==> src/rtl/mux_sel_arb2.sv <==
// ---------------------------------------------------------------------------
// mux_sel_arb2
//
// Two-source round-robin arbiter with a valid/ready handshake and a single
// registered output stage. It drives the select for the downstream 2:1 mux
// and registers the chosen beat, so one consumer is shared fairly between
// source A and source B.
//
// Optional feature macro: ARB_LOCK_EN
//   defined   - packet lock. Once a source transfers a beat with last=0 it
//               owns the output until it transfers a beat with last=1.
//               FSM states: ARB, LOCK_A, LOCK_B.
//   undefined - every beat is arbitrated independently; a_last and b_last
//               are ignored.
//
// Parameters
//   WIDTH      data width of a_data, b_data and out_data (default 8)
//
// Ports
//   clk        rising-edge clock, the only clock
//   rst        synchronous reset, active-high
//   a_valid    source A offers a beat
//   a_data     source A beat
//   a_last     A beat ends a packet (lock build only)
//   a_ready    A beat is accepted this cycle
//   b_valid    source B offers a beat
//   b_data     source B beat
//   b_last     B beat ends a packet (lock build only)
//   b_ready    B beat is accepted this cycle
//   out_valid  out_data holds a valid beat
//   out_data   registered selected beat
//   out_ready  consumer accepts out_data
//   sel        source of the current out_data: 0 = A, 1 = B
// ---------------------------------------------------------------------------
module mux_sel_arb2 #(
    parameter int WIDTH = 8
) (
    input  logic             clk,
    input  logic             rst,
    input  logic             a_valid,
    input  logic [WIDTH-1:0] a_data,
    input  logic             a_last,
    output logic             a_ready,
    input  logic             b_valid,
    input  logic [WIDTH-1:0] b_data,
    input  logic             b_last,
    output logic             b_ready,
    output logic             out_valid,
    output logic [WIDTH-1:0] out_data,
    input  logic             out_ready,
    output logic             sel
);

    // Output stage and round-robin history
    logic             out_valid_q, out_valid_d;
    logic [WIDTH-1:0] out_data_q,  out_data_d;
    logic             sel_q,       sel_d;
    logic             last_grant_q, last_grant_d;

    // Combinational arbitration signals
    logic load;
    logic grant;
    logic xfer;

`ifdef ARB_LOCK_EN
    typedef enum logic [1:0] {
        ARB    = 2'd0,
        LOCK_A = 2'd1,
        LOCK_B = 2'd2
    } state_t;

    state_t state_q, state_d;
    logic   grant_last;
`else
    // The last flags have no function without packet lock; this sink only
    // keeps them from showing up as dangling inputs.
    logic unused_last;
    assign unused_last = a_last ^ b_last;
`endif

    // The output register can accept a new beat when it is empty or when
    // the held beat drains on this same edge.
    assign load = ~out_valid_q | out_ready;

    // Grant: a lone requester wins; on a tie the source that did not win
    // last time wins. With neither valid the value is irrelevant because
    // both readies are gated by valid.
    always_comb begin
        grant = ~last_grant_q;
        if (a_valid && !b_valid) begin
            grant = 1'b0;
        end else if (!a_valid && b_valid) begin
            grant = 1'b1;
        end
`ifdef ARB_LOCK_EN
        // A locked owner keeps the grant even while it idles, so the other
        // source cannot slip a beat into the middle of a packet.
        if (state_q == LOCK_A) begin
            grant = 1'b0;
        end else if (state_q == LOCK_B) begin
            grant = 1'b1;
        end
`endif
    end

    // Readies depend only on the grant, the source's own valid and the
    // downstream load condition; never on out_valid of the same source.
    assign a_ready = load & a_valid & ~grant;
    assign b_ready = load & b_valid &  grant;
    assign xfer    = a_ready | b_ready;

    // Output stage next state
    always_comb begin
        out_valid_d  = out_valid_q;
        out_data_d   = out_data_q;
        sel_d        = sel_q;
        last_grant_d = last_grant_q;
        if (xfer) begin
            out_valid_d  = 1'b1;
            out_data_d   = grant ? b_data : a_data;
            sel_d        = grant;
            last_grant_d = grant;
        end else if (load) begin
            // Slot drains (or was empty) and nothing replaces it; data and
            // sel keep their last values.
            out_valid_d = 1'b0;
        end
    end

`ifdef ARB_LOCK_EN
    assign grant_last = grant ? b_last : a_last;

    // Packet lock FSM: a non-final beat locks onto its source, a final beat
    // releases back to round-robin. A single-beat packet never leaves ARB.
    always_comb begin
        state_d = state_q;
        if (xfer) begin
            if (grant_last) begin
                state_d = ARB;
            end else if (grant) begin
                state_d = LOCK_B;
            end else begin
                state_d = LOCK_A;
            end
        end
    end

    always_ff @(posedge clk) begin
        if (rst) begin
            state_q <= ARB;
        end else begin
            state_q <= state_d;
        end
    end
`endif

    // last_grant resets to B so that A wins the first tie after reset.
    always_ff @(posedge clk) begin
        if (rst) begin
            out_valid_q  <= 1'b0;
            out_data_q   <= '0;
            sel_q        <= 1'b0;
            last_grant_q <= 1'b1;
        end else begin
            out_valid_q  <= out_valid_d;
            out_data_q   <= out_data_d;
            sel_q        <= sel_d;
            last_grant_q <= last_grant_d;
        end
    end

    assign out_valid = out_valid_q;
    assign out_data  = out_data_q;
    assign sel       = sel_q;

endmodule
==> config.mk <==
export PLATFORM = sky130hd
export DESIGN_NAME = mux_sel_arb2
export DESIGN_NICKNAME = d
export VERILOG_FILES = /design/src/rtl/mux_sel_arb2.sv
export SDC_FILE = /design/constraint.sdc
export NUM_CORES = 1
export LEC_CHECK = 0
export ABC_AREA = 0
export CAP_MARGIN = 20
export CORE_MARGIN = 5
export CORE_UTILIZATION = 36
export DETAILED_ROUTE_END_ITERATION = 10
export GPL_ROUTABILITY_DRIVEN = 0
export PLACE_DENSITY = 0.76
export SLEW_MARGIN = 20
export SYNTH_ARGS = -nofsm -noshare
export SYNTH_HDL_FRONTEND = slang
export SYNTH_SLANG_ARGS = --single-unit
==> constraint.sdc <==
create_clock -name clk -period 1.4 [get_ports clk]
set_input_delay 0.28 -clock clk [delete_from_list [all_inputs] [get_ports clk]]
set_output_delay 0.28 -clock clk [all_outputs]
set_load 0.005 [all_outputs]
Word level (Yosys, flattened, before mapping)
Index checks and enable logic that the tools add are counted.
Widths: inputs -> output; s select.
{"block": "totals", "word_cells": 23, "inputBits": 23, "reg_bits": 11}
{"block": "op_classes", "n_reduce_logical": 5, "muxes": 5, "bitwise": 9}
{"cell": "$mux 8", "count": 1}
{"cell": "$and 1x1->1", "count": 4}
{"cell": "$mux 1", "count": 4}
{"cell": "$not 1->1", "count": 3}
{"cell": "$logic_and 1x1->1", "count": 2}
{"cell": "$logic_not 1->1", "count": 2}
{"cell": "$or 1x1->1", "count": 2}
{"cell": "$reduce_bool 2->1", "count": 1}

Logic depth before layout (Yosys ltp)
Gate-level depths: netlist of the first run.
{"block": "depth", "word_depth": 8, "depth_mapped": 5}

Worst setup path after synthesis of the first run
OpenSTA, ideal clock, no wires.
{"block": "synth_path", "path_type": "reg2out", "start": "register out_valid_q, in the netlist out_valid", "end": "output b_ready", "path_slack_ns": 0.244, "stages_incl_launch_ff": 5, "t_arrival_ns": 0.876, "cell_sequence": "dfxtp_1 > or2b_1 > buf_2 > nand3_1 > inv_1"}
{"block": "synth_between", "elab_chain_cells": 4}
{"element": "start: declaration", "line_no": "55", "text": "logic out_valid_q, out_valid_d;"}
{"element": "start signal: assignment", "line_no": "165", "text": "out_valid_q <= out_valid_d;"}
{"element": "$not 1->1", "line_no": "83", "text": "assign load = ~out_valid_q | out_ready;"}
{"element": "$or 1x1->1", "line_no": "83"}
{"element": "$and 1x1->1 (2 in a row)", "line_no": "109", "text": "assign b_ready = load & b_valid & grant;"}
{"element": "end: declaration", "line_no": "47", "text": "output logic b_ready,"}
No other way between the ends.

Worst setup path in the final report of the first run
{"block": "layout_path", "start": "input b_valid", "end": "register out_data_q[7], in the netlist out_data[7]"}
{"block": "layout_between", "elab_chain_cells": 6, "word_cells_on_any_way": 11, "classes_between": "3 x mux; 5 x bitwise; 3 x reduce/logical"}
{"element": "start: declaration", "line_no": "44", "text": "input logic b_valid,"}
{"element": "$logic_and 1x1->1 or $logic_not 1->1 (tied branches)", "line_no": "92, 90"}
{"element": "$mux 1 or $logic_and 1x1->1 (tied branches)", "line_no": "92, 90"}
{"element": "$mux 1", "line_no": "90", "text": "if (a_valid && !b_valid) begin"}
{"element": "$not 1->1", "line_no": "108", "text": "assign a_ready = load & a_valid & ~grant;"}
{"element": "$and 1x1->1", "line_no": "108"}
{"element": "$or 1x1->1", "line_no": "110", "text": "assign xfer = a_ready | b_ready;"}
{"element": "end signal: assignment", "line_no": "166", "text": "out_data_q <= out_data_d;"}
{"element": "end: declaration", "line_no": "56", "text": "logic [WIDTH-1:0] out_data_q, out_data_d;"}
Parallel ways exist; a longest one is shown, timed or not.
A chain may end at the register's enable or synchronous reset.

==> flow_metrics.py, run 1 <==
metrics = {
    "status": {
        "violations": "negative setup slack",
        "outcome": "finished, violations left",
    },
    "final_layout": {
        "antennaDiodeCount": 0,
        "regArea_um2": 226.5,
        "final_nets": 141,
        "areaGrowthSynthToFinish_pct": 93.25,
        "multiInputGateArea_um2": 395.4,
        "drive_gt1_share_pct": 41.88,
        "fin_util_pct": 75.84,
        "nFillCells": 101,
    },
    "floorplan": {
        "die_area_um2": 2624,
        "num_rows": 14,
        "io_pins": 35,
        "start_util_pct": 39.25,
        "core-area_um2": 1559,
        "die_x_um": 51.23,
        "die_h_um": 51.23,
    },
    "power": {
        "ir_drop_uv": 498.1,
        "p_total_mw": 0.9165,
        "p_per_area_nw_per_um2": 775.1,
        "p_leak_nw": 0.5075,
    },
    "sta": {
        "clock.fmax_mhz": 645.1,
        "skew_ns": 0.0007497,
        "max_slew_margin_pct": 69.36,
        "fin_setup_tns_ns": -1.084,
        "tightest_slew_ns": 0.4581,
        "rsz0062_at_grt": "yes",
        "post-route-period-util_pct": 110.7,
        "hold_viol": 0,
        "slew_viol_final": 0,
        "hold-worst-slack_ns": 0.4753,
        "min_period_ns": 1.550,
        "setup_viol": 11,
        "fin_ws_ns": -0.1501,
    },
    "critical_path": {
        "cpPeakStageDelay_ns": 0.52,
        "cp_max_fo": 10,
        "worst_setup_path_start_kind": "primary input",
        "rrSetupSlack_ns": -0.05,
        "cp.required_ns": 1.54,
        "cpLargestDelayFamily": "buffers and inverters",
        "cp_data_arrival_time_ns": 1.69,
        "cp-end-kind": "register",
        "path_common_cell": "buf_4",
        "rr_endpoint": "out_data[7]",
        "reg2regPathDepth": 7,
        "path_class": "primary input to register",
        "crit_buf_inv": 4,
        "r2r-start": "out_valid",
        "slowest_stage": "clkdlybuf4s50_1",
        "crit_chain": "clkdlybuf4s50_1, buf_4, clkinvlp_4, buf_4, a2111oi_2, nor4_1",
    },
    "detailed_routing": {
        "dr.first_iter.drc_count": 18,
        "num_vias": 822,
        "via_per_inst": 6.180,
        "wl_per_cell_um": 19.18,
        "drcViolationCount": 0,
        "drtAntennaViolNets": 0,
        "routed_wl_mm": 2.551,
        "first_pass_iters": 4,
    },
    "worst_hold_path": {
        "holdCritStartpoint": "sel",
        "min_to": "sel",
        "min_path_type": "register to register",
        "holdPathStages": 2,
    },
    "clocking": {
        "cts_buffers": 3,
        "clock_path_buffers": 2,
        "cts-root-buf": "clkbuf_4",
        "cts_hold_buffers": 0,
        "cts_num_sinks": 11,
        "path_clk_slew_ns": 0.07,
        "cts_tree": "yes",
        "htreeDepth": 1,
        "clock_latency_ns": 0.28,
    },
    "synth": {
        "yosysUniqueCellTypes": 21,
        "async_flop_share_pct": 0,
        "synth.yosys.seq_area_share_pct": 35.99,
        "yosys-top-cells-area": "dfxtp_1 (36%), a2111oi_0 (11%), a2111oi_1 (11%)",
        "synth_top_area_share_pct": 35.99,
        "synthesis.nets": 90,
        "yosysWarnings": 0,
        "avgSynthCellArea_um2": 9.132,
        "yosysTopAreaCell": "dfxtp_1",
        "postSynthCellCount": 67,
        "syn-cell-area_um2": 611.8,
        "synth_edf_count": 0,
        "postSynth.topFlopCell": "dfxtp_1",
        "synth_seq_cells": 11,
    },
    "run": {
        "maxCapViolCount": 0,
    },
    "global_routing": {
        "antenna_found_initial": 0,
        "grt_pass1_vias": 803,
        "grt_max_degree": 12,
        "grtUsageTotal_pct": 20.28,
        "gr-total-overflow": 0,
        "grt_pass1_wl_mm": 3.891,
    },
    "placed_design": {
        "io_buffers": 32,
        "dpl.hpwl_mm": 1.554,
    },
}
layout by cell type, fill, tap and decap left out, types with 2 or more instances in the layout:
cell,count
clkdlybuf4s50_1,18
buf_4,18
dlygate4sd2_1,9
a2111oi_1,8
a2111oi_2,8
nor4_1,8
a21oi_1,7
dfxtp_1,6
dfxtp_2,5
inv_1,3
a21oi_2,3
clkbuf_4,3
dlymetal6s2s_1,3
buf_6,3
buf_2,2
cell usage after synthesis, types with 2 or more instances:
cell type	instances
nand2_1	2
a21oi_1	10
buf_2	2
a2111oi_0	8
a2111oi_1	7
nor4_1	8
inv_1	4
clkbuf_1	3
dfxtp_1	11
registers in the layout (all words and copies together), names as in the netlist:
signal	count
last_grant_q	1
out_data	8
out_valid	1
sel	1
how the worst max path moves through the flow:
stage	start	endpoint	depth (start not counted)
finish	b_valid	out_data[7]	6
global route	b_valid	out_data[1]	6
CTS	out_valid	b_ready	5
detailed placement	out_ready	a_ready	5
global placement	out_ready	a_ready	5
floorplan	out_valid	b_ready	4
worst reg2reg max path, stage by stage, from the launching register on:
cell and delay, ns:
dfxtp_2 0.34, or2b_4 0.28, buf_6 0.12, buf_4 0.13, buf_4 0.12, buf_6 0.12, a21oi_2 0.14, nor4_1 0.06
cell type report:
type                            count  share of cell area (%)
Timing Repair Buffer               54                   41.90
Multi-Input combinational cell     44                   33.44
Sequential cell                    11                   19.15
Clock buffer                        4                   2.222
Tap cell                           16                   1.693
Inverter                            4                   1.587
per-layer routing:
metal  vias up  GRT usage (%)  part of all wire [%]
met3        16          6.395                   8.3
met5         -              0                     0
met2        52          34.12                    48
met1       378          21.42                    40
li1        376              -                     -
met4         0          14.41                   4.3
per-stage QoR:
step                std cells  setup slack, ns  cell area [µm²]
floorplan                  67           0.2437            611.8
global placement          120          -0.4849             1006
detailed placement        120          -0.5815             1006
CTS                       128          -0.1239             1110
global route              133          -0.2131             1182
finish                    133          -0.1501             1182
cell families (layout without fill, tap and decap cells):
logic type	after synthesis	in the layout	share of synthesized area, %
flip-flops	11	11	35.99
AO/OA/AOI/OAI	29	29	36.81
AND/OR/NAND/NOR	15	15	15.54
buffers and inverters	12	62	11.66
where the power goes:
part           internal (mW)  switching [mW]  total [mW]
combinational          0.182           0.142       0.324
sequential             0.345          0.0163       0.361
clock                  0.111           0.121       0.231
repair_timing:
item,in CTS,in global routing
setup endpoints to repair,18,14
buffers inserted,4,5
hold endpoints to repair,0,0
resized for setup,42,10
Note: power is estimated with default switching activity, not from simulation.
==> inputs of run 2 (changes only) <==
Settings changed: SLEW_MARGIN 20 to 5.
==> results of run 2 <==
Same layout as run 1: the final DEF is identical, and so are final timing and power.
==> inputs of run 3 (changes only) <==
Settings changed: SKIP_LAST_GASP set to 1.
==> run 3 against run 2 <==
Compared with the run above: the flow still finishes with violations (negative setup slack); non-clock buffer count is 1 lower; sequential cell count stayed put; sequential power hardly changed; cell area is 0.11% lower; register-to-register slack hardly changed; utilization is 0.080 points lower; largest cell class unchanged; fmax is 1.9% higher; die area stayed put; clock power is 2% higher; count of clock-buffer cells in the layout stayed put.
==> flow_metrics.py, run 3 (same netlist as run 1, synthesis figures left out) <==
metrics = {
    "detailed_routing": {
        "dr.first_iter.drc_count": 17,
        "first_pass_iters": 4,
        "via_per_inst": 6.227,
        "wl_per_cell_um": 19.34,
        "num_vias": 822,
        "drcViolationCount": 0,
        "routed_wl_mm": 2.553,
        "drtAntennaViolNets": 0,
    },
    "power": {
        "p_leak_nw": 0.5048,
        "power_switching_mw": 0.2829,
        "p_comb_share_pct": 35.1,
        "clockPowerShare_pct": 25.7,
        "p_sw_share_pct": 30.72,
        "intPower_mw": 0.6379,
        "p_per_area_nw_per_um2": 779.6,
        "p_total_mw": 0.9208,
        "ir_drop_uv": 543.9,
        "seqPwrFrac_pct": 39.3,
    },
    "worst_hold_path": {
        "min_path_type": "register to register",
        "holdPathStages": 2,
        "holdCritStartpoint": "sel",
        "min_to": "sel",
    },
    "critical_path": {
        "rrSetupSlack_ns": -0.06,
        "crit_chain": "clkdlybuf4s50_1, buf_4, clkinvlp_4, buf_2, a2111oi_2, nor4_1",
        "cp_data_arrival_time_ns": 1.67,
        "crit_buf_inv": 4,
        "cp.required_ns": 1.55,
        "cp-end-kind": "register",
        "slowest_stage": "clkdlybuf4s50_1",
        "r2r-start": "out_valid",
        "cpLargestDelayFamily": "buffers and inverters",
        "cp_max_fo": 10,
        "reg2regPathDepth": 7,
        "startpoint": "b_valid",
        "rr_endpoint": "out_data[7]",
        "worst_setup_path_start_kind": "primary input",
        "cpPeakStageDelay_ns": 0.52,
        "path_class": "primary input to register",
    },
    "clocking": {
        "cts_buffers": 3,
        "cts_num_sinks": 11,
        "clock_path_buffers": 2,
        "path_clk_slew_ns": 0.08,
        "clock_latency_ns": 0.28,
        "cts-root-buf": "clkbuf_4",
        "cts_tree": "yes",
        "htreeDepth": 1,
    },
    "placed_design": {
        "dpl.hpwl_mm": 1.554,
        "dp_slack_ns": -0.5815,
        "io_buffers": 32,
    },
    "sta": {
        "fin_setup_tns_ns": -0.9405,
        "hold_viol": 0,
        "hold-worst-slack_ns": 0.4764,
        "min_period_ns": 1.522,
        "clock.fmax_mhz": 657.1,
        "rsz0062_at_grt": "yes",
        "post-route-period-util_pct": 108.7,
        "skew_ns": 0.001274,
        "max_slew_margin_pct": 70.72,
        "slew_viol_final": 0,
        "setup_viol": 11,
        "tightest_slew_ns": 0.4379,
        "fin_ws_ns": -0.1219,
    },
    "status": {
        "violations": "negative setup slack",
        "outcome": "finished, violations left",
    },
    "final_layout": {
        "regArea_um2": 226.5,
        "layout_common_cells": "clkdlybuf4s50_1 (18), buf_4 (16), dlygate4sd2_1 (9)",
        "antennaDiodeCount": 0,
        "layout_commonest_cell": "clkdlybuf4s50_1",
        "areaGrowthSynthToFinish_pct": 93.05,
        "largest_reg_flops": 8,
        "drive_gt1_share_pct": 41.38,
        "nFillCells": 115,
        "final_nets": 140,
        "multiInputGateArea_um2": 395.4,
    },
    "floorplan": {
        "die_area_um2": 2624,
        "core-area_um2": 1559,
        "die_x_um": 51.23,
        "num_rows": 14,
        "io_pins": 35,
        "start_util_pct": 39.25,
        "die_h_um": 51.23,
    },
    "global_routing": {
        "grt_pass1_wl_mm": 3.870,
        "grtUsageTotal_pct": 20.16,
        "grt_pass1_vias": 809,
        "gr-total-overflow": 0,
        "antenna_found_initial": 0,
        "grt_max_degree": 12,
    },
    "run": {
        "maxCapViolCount": 0,
    },
}
==> run 3: timing repair <==
| item | 4_1_cts | 5_1_grt |
|---|---|---|
| setup endpoints to repair | 18 | 14 |
| buffers inserted | 4 | 4 |
| hold buffers | 0 | 0 |
| resized for setup | 40 | 11 |
| gates cloned | 0 | 0 |
| hold endpoints to repair | 0 | 0 |
==> run 3: area by class of cell <==
type / count / area share (%)
inverters: 4 / 1.589
well taps: 16 / 1.695
repair buffers: 53 / 41.84
multi-input cells: 44 / 33.47
flip-flops and latches: 11 / 19.17
clock buffers: 4 / 2.225
==> run 3: tightest hold or removal path: stages, from the launching register on <==
cell,delay (ns)
dfxtp_1,0.31
o21ai_0,0.06
a21oi_1,0.06
==> run 3: how the worst max path moves through the flow <==
stage	slack (ns)	cells after the start	to
floorplan	0.24	4	b_ready
global placement	-0.48	5	a_ready
detailed placement	-0.58	5	a_ready
CTS	-0.12	5	b_ready
global route	-0.21	6	out_data[7]
finish	-0.12	6	out_data[7]
==> run 3: power by group through the flow <==
stage | clock [mW] | sequential (mW) | combinational (mW)
final | 0.236 | 0.361 | 0.323
after global routing | 0.256 | 0.365 | 0.347
after CTS | 0.239 | 0.360 | 0.292
after detailed placement | 0 | 0.365 | 0.274
after global placement | 0 | 0.364 | 0.270
after floorplan | 0 | 0.366 | 0.106
==> run 3: metrics by stage <==
stage	instances	cell area, µm²	util [%]
2_1_floorplan	67	611.8	-
3_3_place_gp	120	1006	64.53
3_5_place_dp	120	1006	64.53
4_1_cts	128	1105	70.87
5_1_grt	132	1181	75.76
6_report	132	1181	75.76
==> run 3: per-layer routing <==
metal	track usage [%]	part of all wire [%]
met1	22.12	40
met5	0	0
met4	12.66	3.4
met2	34.76	49
met3	4.942	7.0
